===== src/rtl/stepper_seq_if.sv =====
// rtl/stepper_seq_if.sv - move command handshake between host and stepper_seq
interface stepper_seq_if #(
  parameter int CNT_W = 16,
  parameter int PER_W = 20
);
  logic             cmd_valid;
  logic             cmd_ready;
  logic [CNT_W-1:0] cmd_steps;
  logic             cmd_dir;
  logic [PER_W-1:0] cmd_period;
  logic [1:0]       cmd_mode;

  modport master (
    output cmd_valid, cmd_steps, cmd_dir, cmd_period, cmd_mode,
    input  cmd_ready
  );

  modport slave (
    input  cmd_valid, cmd_steps, cmd_dir, cmd_period, cmd_mode,
    output cmd_ready
  );
endinterface


===== src/rtl/stepper_seq.sv =====
// rtl/stepper_seq.sv - unipolar 4-coil stepper sequencer with position tracking
// Optional coil hold release on long idle: STEPPER_HOLD_RELEASE_EN.
module stepper_seq #(
  parameter int CNT_W       = 16,
  parameter int PER_W       = 20,
  parameter int POS_W       = 24,
  parameter int HOLD_CYCLES = 1000000
) (
  input  logic             clk_i,
  input  logic             rst_ni,
  input  logic             enable_i,
  input  logic             stop_i,
  stepper_seq_if.slave     cmd,
  output logic [3:0]       coil_o,
  output logic             busy_o,
  output logic             done_o,
  output logic [POS_W-1:0] position_o
);

  localparam logic [0:0] ST_IDLE = 1'b0;
  localparam logic [0:0] ST_RUN  = 1'b1;

  logic [0:0]       state_q, state_d;
  logic [2:0]       ph_q, ph_d;
  logic [POS_W-1:0] pos_q, pos_d;
  logic             energized_q, energized_d;
  logic [3:0]       coil_q, coil_d;
  logic             done_q, done_d;
  logic [CNT_W-1:0] remaining_q, remaining_d;
  logic [PER_W-1:0] timer_q, timer_d;
  logic [PER_W-1:0] period_q, period_d;
  logic             dir_q, dir_d;
  logic [1:0]       mode_q, mode_d;

  logic       accept;
  logic [2:0] delta;
  logic [2:0] step_ph;

  function automatic logic [3:0] pattern(input logic [2:0] ph);
    case (ph)
      3'd0:    pattern = 4'b0011;
      3'd1:    pattern = 4'b0010;
      3'd2:    pattern = 4'b0110;
      3'd3:    pattern = 4'b0100;
      3'd4:    pattern = 4'b1100;
      3'd5:    pattern = 4'b1000;
      3'd6:    pattern = 4'b1001;
      default: pattern = 4'b0001;
    endcase
  endfunction

  assign cmd.cmd_ready = (state_q == ST_IDLE) && enable_i;
  assign accept        = cmd.cmd_valid && cmd.cmd_ready;

  // Wave wants odd phases, full wants even; a misaligned step moves by one to realign.
  always_comb begin
    if (mode_q[1])      delta = 3'd1;
    else if (mode_q[0]) delta = ph_q[0] ? 3'd1 : 3'd2;
    else                delta = ph_q[0] ? 3'd2 : 3'd1;
    step_ph = dir_q ? ph_q + delta : ph_q - delta;
  end

`ifdef STEPPER_HOLD_RELEASE_EN
  localparam int HOLD_W = $clog2(HOLD_CYCLES + 1);
  logic [HOLD_W-1:0] idle_cnt_q, idle_cnt_d;
`else
  logic unused_hold;
  assign unused_hold = (HOLD_CYCLES != 0);
`endif

  always_comb begin
    state_d     = state_q;
    ph_d        = ph_q;
    pos_d       = pos_q;
    energized_d = energized_q;
    done_d      = 1'b0;
    remaining_d = remaining_q;
    timer_d     = timer_q;
    period_d    = period_q;
    dir_d       = dir_q;
    mode_d      = mode_q;
`ifdef STEPPER_HOLD_RELEASE_EN
    idle_cnt_d  = '0;
`endif
    case (state_q)
      ST_IDLE: begin
        if (!enable_i) begin
          energized_d = 1'b0;
        end else if (accept) begin
          remaining_d = cmd.cmd_steps;
          timer_d     = cmd.cmd_period;
          period_d    = cmd.cmd_period;
          dir_d       = cmd.cmd_dir;
          mode_d      = cmd.cmd_mode;
          energized_d = 1'b1;
          if (cmd.cmd_steps != '0) state_d = ST_RUN;
          else                     done_d  = 1'b1;
        end
`ifdef STEPPER_HOLD_RELEASE_EN
        else if (energized_q) begin
          if (idle_cnt_q == HOLD_W'(HOLD_CYCLES - 1)) energized_d = 1'b0;
          else                                        idle_cnt_d  = idle_cnt_q + 1'b1;
        end
`endif
      end
      ST_RUN: begin
        if (!enable_i) begin
          state_d     = ST_IDLE;
          energized_d = 1'b0;
          done_d      = 1'b1;
        end else if (stop_i) begin
          state_d = ST_IDLE;
          done_d  = 1'b1;
        end else if (timer_q != '0) begin
          timer_d = timer_q - 1'b1;
        end else begin
          ph_d        = step_ph;
          pos_d       = dir_q ? pos_q + POS_W'(1) : pos_q - POS_W'(1);
          remaining_d = remaining_q - 1'b1;
          timer_d     = period_q;
          if (remaining_q == CNT_W'(1)) begin
            state_d = ST_IDLE;
            done_d  = 1'b1;
          end
        end
      end
      default: state_d = ST_IDLE;
    endcase
    coil_d = energized_q ? pattern(ph_q) : 4'b0000;
  end

  always_ff @(posedge clk_i) begin
    if (!rst_ni) begin
      state_q     <= ST_IDLE;
      ph_q        <= '0;
      pos_q       <= '0;
      energized_q <= 1'b0;
      coil_q      <= 4'b0000;
      done_q      <= 1'b0;
      remaining_q <= '0;
      timer_q     <= '0;
      period_q    <= '0;
      dir_q       <= 1'b0;
      mode_q      <= 2'd0;
`ifdef STEPPER_HOLD_RELEASE_EN
      idle_cnt_q  <= '0;
`endif
    end else begin
      state_q     <= state_d;
      ph_q        <= ph_d;
      pos_q       <= pos_d;
      energized_q <= energized_d;
      coil_q      <= coil_d;
      done_q      <= done_d;
      remaining_q <= remaining_d;
      timer_q     <= timer_d;
      period_q    <= period_d;
      dir_q       <= dir_d;
      mode_q      <= mode_d;
`ifdef STEPPER_HOLD_RELEASE_EN
      idle_cnt_q  <= idle_cnt_d;
`endif
    end
  end

  assign coil_o     = coil_q;
  assign busy_o     = (state_q == ST_RUN);
  assign done_o     = done_q;
  assign position_o = pos_q;

endmodule

===== src/flat_wrapper.sv =====
// flat-port wrapper written by rule: the top's interface ports become plain ports
module stepper_seq_flat 
#(
  parameter int CNT_W       = 16,
  parameter int PER_W       = 20,
  parameter int POS_W       = 24,
  parameter int HOLD_CYCLES = 1000000
)
  (clk_i, rst_ni, enable_i, stop_i, coil_o, busy_o, done_o, position_o, cmd_cmd_valid, cmd_cmd_steps, cmd_cmd_dir, cmd_cmd_period, cmd_cmd_mode, cmd_cmd_ready);
  stepper_seq_if #(.CNT_W(CNT_W), .PER_W(PER_W)) cmd_i ();
  input  logic clk_i;
  input  logic rst_ni;
  input  logic enable_i;
  input  logic stop_i;
  output logic [3:0] coil_o;
  output logic busy_o;
  output logic done_o;
  output logic [POS_W-1:0] position_o;
  input wire logic [$bits(cmd_i.cmd_valid)-1:0] cmd_cmd_valid;
  input wire logic [$bits(cmd_i.cmd_steps)-1:0] cmd_cmd_steps;
  input wire logic [$bits(cmd_i.cmd_dir)-1:0] cmd_cmd_dir;
  input wire logic [$bits(cmd_i.cmd_period)-1:0] cmd_cmd_period;
  input wire logic [$bits(cmd_i.cmd_mode)-1:0] cmd_cmd_mode;
  output wire logic [$bits(cmd_i.cmd_ready)-1:0] cmd_cmd_ready;
  assign cmd_i.cmd_valid = cmd_cmd_valid;
  assign cmd_i.cmd_steps = cmd_cmd_steps;
  assign cmd_i.cmd_dir = cmd_cmd_dir;
  assign cmd_i.cmd_period = cmd_cmd_period;
  assign cmd_i.cmd_mode = cmd_cmd_mode;
  assign cmd_cmd_ready = cmd_i.cmd_ready;
  stepper_seq #(.CNT_W(CNT_W), .PER_W(PER_W), .POS_W(POS_W), .HOLD_CYCLES(HOLD_CYCLES)) u_core (.clk_i(clk_i), .rst_ni(rst_ni), .enable_i(enable_i), .stop_i(stop_i), .cmd(cmd_i), .coil_o(coil_o), .busy_o(busy_o), .done_o(done_o), .position_o(position_o));
endmodule

===== config.mk =====
export PLATFORM = sky130hd
export DESIGN_NAME = stepper_seq_flat
export DESIGN_NICKNAME = d
export VERILOG_FILES = /design/src/rtl/stepper_seq_if.sv /design/src/rtl/stepper_seq.sv /design/src/flat_wrapper.sv
export SDC_FILE = /design/constraint.sdc
export NUM_CORES = 1
export LEC_CHECK = 0
export CORE_ASPECT_RATIO = 0.5
export CORE_MARGIN = 2
export CORE_UTILIZATION = 35
export CTS_BUF_LIST = sky130_fd_sc_hd__clkbuf_4
export DETAILED_ROUTE_END_ITERATION = 10
export PLACE_DENSITY_LB_ADDON = 0.2
export REMOVE_ABC_BUFFERS = 1
export SETUP_SLACK_MARGIN = 0.02
export SLEW_MARGIN = 20
export SYNTH_ARGS = -nofsm -noshare
export SYNTH_HDL_FRONTEND = slang
export SYNTH_SLANG_ARGS = --single-unit

===== constraint.sdc =====
create_clock -name clk_i -period 4.8 [get_ports clk_i]
set_input_delay 0.48 -clock clk_i [delete_from_list [all_inputs] [get_ports clk_i]]
set_output_delay 0.48 -clock clk_i [all_outputs]
set_load 0.05 [all_outputs]

==> impl_metrics.csv, run 1 <==
group,metric,value,unit
route,first_pass_iters,4,
global_routing,grt_overflow,0,
placement,post_dp_cell_area,6590,um2
setup_path,startpoint_type,"register",
clocking,post_cts_buffers,0,
global_routing,grt_pass1_wl,25900,um
clocking,clkLatencyLatePin,0.47,ns
clocking,ctsResizeCount,0,
power,power_density,255,nW/um2
setup_path,worstPathMaxFanout,24,
power,ir_drop,0.127,mV
clocking,root_buffer,"clkbuf_4",
floorplan,initial_core_util,36.4,%
route,num_vias,5617,
sta,setup_tns,0,ns
setup_path,r2r_end,"u_core.position_o[16]",
yosys,synth_edf_count,0,
yosys,netlist_area,5720,um2
floorplan,fp.dieArea,17400,um2
min_path,whs_path_depth,2,
clocking,cts_made_buffers,9,
yosys,syn_area_per_cell,7.45,um2
sta,report.final.slew_viol_count,0,
setup_path,crit_slowest_cell,"inv_1",
setup_path,crit_required,5.19,ns
sta,period_share,71.1,%
global_routing,grt_usage,18.4,%
yosys,async_flop_share,0,%
job,drv_cap,0,
finish,final_area,6760,um2
setup_path,reg2reg_slack,1.39,ns
setup_path,max_stage_delay,0.64,ns
floorplan,coreArea,15700,um2
route,drt_iter0_drc,394,
sta,rsz0062_at_grt,"false",
placement,place_hpwl,10600,um
finish,antenna_cells,0,
sta,worstMarginPinSlew,1.07,ns
setup_path,r2r_cells,9,
route,wirelength,15700,um
yosys,yosys_most_used_dff,"dfxtp_1",
finish,nets,888,
min_path,hold_path_end,"u_core.period_q[13]",
yosys,ys_ff_latch,93,
global_routing,grt_max_degree,58,
floorplan,pin_count,75,
yosys,synthCells,767,
yosys,synth_warnings,0,
sta,hold_viol_final,0,
clocking,cts_tree,"yes",
setup_path,critPathKind,"register to register",
min_path,min_from,"u_core.period_q[13]",
finish,drive_above_1_share,4.76,%
sta,fin_crit,3.41,ns
setup_path,crit_arrival,3.81,ns
finish,areaGrowthSynthToFinish,18.3,%
clocking,hold_buffers,0,
outcome,status,"finished clean",
floorplan,rows,32,
power,p_leak,2.55,nW
clocking,cts_sinks,93,
setup_path,worstPathCellList,"inv_1 > ha_1 > a21o_1 > a311oi_1 > nor3_1 > a221oi_1 > nor3b_1 > mux2_2 > o21ai_1",
sta,fmax,293,MHz
setup_path,crit_path_end_kind,"register",
route,via_per_inst,5.40,
clocking,clk_path_buf_depth,2,
route,drcViolationCount,0,
placement,io_buffers,74,
global_routing,antenna_found_initial,0,
clocking,htree_levels,3,
sta,slew_headroom,28.7,%
sta,finalSetupViolations,0,
floorplan,die_y,94.4,um
yosys,synth_seq_area_share,32.6,%
min_path,hold_class,"register to register",
finish,fin_util,43.1,%
sta,skew,0.0274,ns
placement,gp_congestion,0.833,
yosys,synth_cell_types,60,
global_routing,grt_pass1_vias,5201,
setup_path,timing.rr.start,"u_core.dir_q",
clocking,clk_pin_slew,0.16,ns
route,ant_nets,0,
route,wl_per_cell,15.1,um
floorplan,die_x,185,um
[per-stage QoR]
stage          hold WS [ns]  setup WS (ns)  total power [W]  std cells
4_1_cts               0.467           1.41          0.00175       1040
3_5_place_dp          0.446           1.45          0.00122       1024
3_3_place_gp          0.441           1.56          0.00122       1024
5_1_grt               0.481           1.10          0.00183       1040
6_report              0.467           1.39          0.00173       1040
2_1_floorplan         0.433          0.924          0.00109        721
[worst max path at each step]
stage             startpoint                     to  slack (ns)
4_1_cts         u_core.dir_q  u_core.position_o[16]        1.41
6_report        u_core.dir_q  u_core.position_o[16]        1.39
3_5_place_dp    u_core.dir_q  u_core.position_o[16]        1.45
3_3_place_gp    u_core.dir_q  u_core.position_o[16]        1.56
2_1_floorplan  u_core.busy_o  u_core.remaining_q[9]        0.92
5_1_grt         u_core.dir_q  u_core.position_o[16]        1.10
[flip-flops by register name, summed over array words and instances (netlist names)]
name and flops:
u_core.remaining_q 16, u_core.dir_q 1, u_core.energized_q 1, u_core.busy_o 1
u_core.ph_q 3, u_core.period_q 20, u_core.timer_q 20, u_core.coil_o 4
u_core.position_o 24, u_core.mode_q 2, u_core.done_o 1
[routing by layer]
| metal | GRT usage (%) | wire (um) | vias to the layer above |
|---|---|---|---|
| met5 | 0 | 0 | - |
| met4 | 4.23 | 113 | 0 |
| met3 | 3.36 | 662 | 11 |
| met2 | 30.3 | 7060 | 127 |
| met1 | 25.2 | 7900 | 2631 |
| li1 | - | - | 2848 |
[critical path, delay by kind of cell (launching register included)]
family | cells | cell delay (ns)
AND/OR/NAND/NOR | 2 | 0.27
multiplexers | 1 | 0.29
buffers and inverters | 1 | 0.64
AO/OA/AOI/OAI | 4 | 1.31
flip-flops | 1 | 0.39
adder cells (fa/ha/maj) | 1 | 0.45
[area by class of cell]
class                           count  area [um2]
Fill cell                        1610        8930
Multi-Input combinational cell    613        3590
Sequential cell                    93        1860
Timing Repair Buffer               82         801
Tap cell                          221         277
Clock inverter                      7         104
Clock buffer                        9        67.6
Inverter                           15        56.3
[cells in the final DEF (no fill, tap or decap), types with 4 or more instances in the layout]
master             n
nand2_1          138
a21oi_1          121
dfxtp_1           92
clkdlybuf4s50_1   74
o21ai_0           49
nor2_1            45
ha_1              28
nand3_1           21
nor3_1            20
xnor2_1           20
o211ai_1          17
a31oi_1           15
inv_1             14
nor4_1            12
a21o_1            12
a211oi_1          11
xor2_1             9
nand2b_1           9
clkbuf_4           9
nor2b_1            8
buf_4              8
and2_1             6
or3_1              5
and3_1             5
mux2i_1            5
o31ai_1            4
nand4_1            4
[cell families (layout without fill, tap and decap cells)]
group,Yosys count,count (layout),share of synthesized area (%)
xor+xnor,29,29,4.44
compound gates,258,258,26.6
fa+ha+maj,30,30,6.83
simple gates,288,288,23.4
flops,93,93,32.6
mux,8,8,1.47
buf+inv,61,113,4.73
[synth_stat cells, drive strengths merged, types with 2 or more instances]
cell type  instances  area, um2
xnor2             20        175
nor3              21        110
nand2b             9       56.3
o21bai             2       15.0
nor4              13       87.6
a221oi             2       17.5
a21o              12       90.1
dfxtp             93       1860
mux2               3       33.8
mux2i              5       50.1
and2               6       37.5
a211oi            11       82.6
nor2              45        169
a41oi              2       17.5
nand4b             2       17.5
or3                5       31.3
o211ai            18        140
buf               13       90.1
or4                4       37.5
nor2b              8       50.1
o22ai              2       12.5
o21a               3       22.5
nand4              4       25.0
nor4b              2       23.8
clkbuf            33        124
o221a              2       22.5
nand3             21        105
nand2            138        518
o2111ai            2       17.5
a22oi              3       22.5
xor2               9       78.8
and3               5       31.3
o21ai             51        255
inv               15       56.3
ha                28        350
nand3b             2       15.0
fa                 2       40.0
a31oi             15       93.8
a21oi            121        606
o2bb2ai            2       17.5
o31ai              4       30.0
[power by group]
group / leakage (nW) / total [W] / switching, W / internal [W]
logic: 1.71 / 0.000372 / 0.000222 / 0.000150
registers: 0.758 / 0.000836 / 0.0000312 / 0.000805
clock network: 0.0851 / 0.000519 / 0.000301 / 0.000218
No activity file was read; power rests on OpenSTA's default activity.
==> inputs of run 2 (changes only) <==
Clock period 4.8 ns to 3 ns, I/O delays scaled along.
==> run 2 against run 1 <==
Net effect: hold slack worse by 0.069 ns; global-route usage up 0.54 points; clock skew about the same; sequential power up 60%; die area unchanged; non-clock buffer count up 15; sequential share of layout area down 0.46 points; via count up 0.73%.
==> impl_metrics.csv, run 2 (synthesis gave the netlist of run 1 again) <==
group,metric,value,unit
global_routing,grt_max_degree,45,
sta,setup_tns,0,ns
finish,fillers,1645,
outcome,status,"finished clean",
sta,slew_headroom,28.6,%
global_routing,grt_overflow,0,
route,ant_nets,0,
placement,io_buffers,74,
sta,hold_viol_final,0,
power,p_total,0.00268,W
setup_path,critPathKind,"register to register",
route,num_vias,5658,
clocking,post_cts_buffers,0,
finish,areaGrowthSynthToFinish,20.3,%
route,wl_per_cell,15.1,um
finish,layout_commonest_cell,"nand2_1",
route,first_pass_iters,4,
sta,worstMarginPinSlew,1.07,ns
sta,report.final.slew_viol_count,0,
sta,rsz0062_at_grt,"false",
setup_path,worstPathMaxFanout,25,
finish,mostFrequentLayoutCells,"nand2_1 (138), a21oi_1 (121), dfxtp_1 (92), clkdlybuf4s50_1 (74), o21ai_0 (49)",
power,power_density,390,nW/um2
global_routing,grt_usage,19.0,%
job,drv_cap,0,
sta,fin_crit,2.75,ns
clocking,htree_levels,3,
clocking,root_buffer,"clkbuf_4",
clocking,cts_sinks,93,
route,drt_iter0_drc,369,
setup_path,crit_path_end_kind,"register",
power,p_leak,2.62,nW
placement,post_dp_cell_area,6730,um2
placement,place_hpwl,11200,um
clocking,cts_made_buffers,9,
floorplan,die_x,185,um
placement,dp.cells,1039,
clocking,clkLatencyLatePin,0.46,ns
sta,finalSetupViolations,0,
clocking,clk_pin_slew,0.15,ns
min_path,hold_class,"primary input to register",
sta,period_share,91.8,%
setup_path,startpoint_type,"register",
finish,largest_register_ffs,24,
route,drcViolationCount,0,
sta,fmax,363,MHz
floorplan,die_y,94.4,um
floorplan,pin_count,75,
finish,final_area,6880,um2
sta,whs,0.398,ns
clocking,cts_tree,"yes",
floorplan,rows,32,
finish,antenna_cells,0,
finish,fin_cells,1055,
sta,skew,0.0269,ns
finish,nets,903,
floorplan,initial_core_util,36.4,%
setup_path,crit_required,3.32,ns
finish,drive_above_1_share,6.71,%
placement,gp_congestion,0.844,
global_routing,grt_pass1_vias,5353,
clocking,clk_path_buf_depth,2,
floorplan,fp.dieArea,17400,um2
floorplan,coreArea,15700,um2
power,ir_drop,0.201,mV
global_routing,antenna_found_initial,0,
global_routing,grt_pass1_wl,26700,um
setup_path,crit_arrival,3.07,ns
route,via_per_inst,5.36,
route,wirelength,15900,um
[run 2: changes by cell type in the layout (fill, tap and decap cells not counted), sizes merged]
cell | before | now
inv | 18 | 17
buf | 8 | 23
clkinvlp | 2 | 1
clkinv | 0 | 3
bufinv | 2 | 1
[run 2: worst paths after layout]
path	cells past startpoint	slack, ns	from	endpoint
min reg2reg	2	0.47	u_core.period_q[1]	u_core.period_q[1]
max	8	0.25	u_core.timer_q[11]	u_core.timer_q[11]
max reg2reg	8	0.25	u_core.timer_q[11]	u_core.timer_q[11]
min	3	0.40	cmd_cmd_mode[0]	u_core.mode_q[0]
[run 2: final cells by class]
cell class,count,area (um2),area share [%]
multi-input combinational,613,3600,52.4
sequential,93,1860,27.1
timing repair buffer,97,938,13.6
tap,221,277,4.02
clock inverter,7,73.8,1.07
clock buffer,9,67.6,0.982
inverter,15,56.3,0.819
[run 2: worst max-delay path, stage by stage (launching register included)]
cell     delay, ns
dfxtp_1       0.39
or4_1         0.59
or3_1         0.48
or3_1         0.46
buf_4         0.26
o21ai_0       0.18
a21oi_1       0.06
a21oi_1       0.13
a21oi_1       0.08
[run 2: where the power goes]
part	internal (W)	total, W	leakage (nW)	switching [W]
clock	0.000259	0.000727	0.0767	0.000468
combinational	0.000255	0.000618	1.78	0.000363
sequential	0.00129	0.00134	0.758	0.0000477
[run 2: layer usage]
layer	global-route usage [%]	up-vias	part of all wire, %
li1	-	2883	-
met1	26.6	2667	51
met2	30.6	101	44
met3	3.66	7	3.7
met4	3.51	0	0.54
met5	0	-	0
[run 2: what timing repair did]
item | 4_1_cts | 5_1_grt
hold endpoints to repair | 0 | 0
gates resized for setup | 0 | 2
hold buffers | 0 | 0
endpoints found under the setup margin | 0 | 2
[run 2: through the flow]
stage / utilization [%] / setup WS (ns)
2_1_floorplan: - / -0.876
3_3_place_gp: 42.9 / 0.347
3_5_place_dp: 42.9 / 0.264
4_1_cts: 43.8 / 0.231
5_1_grt: 43.8 / 0.0321
6_report: 43.8 / 0.246
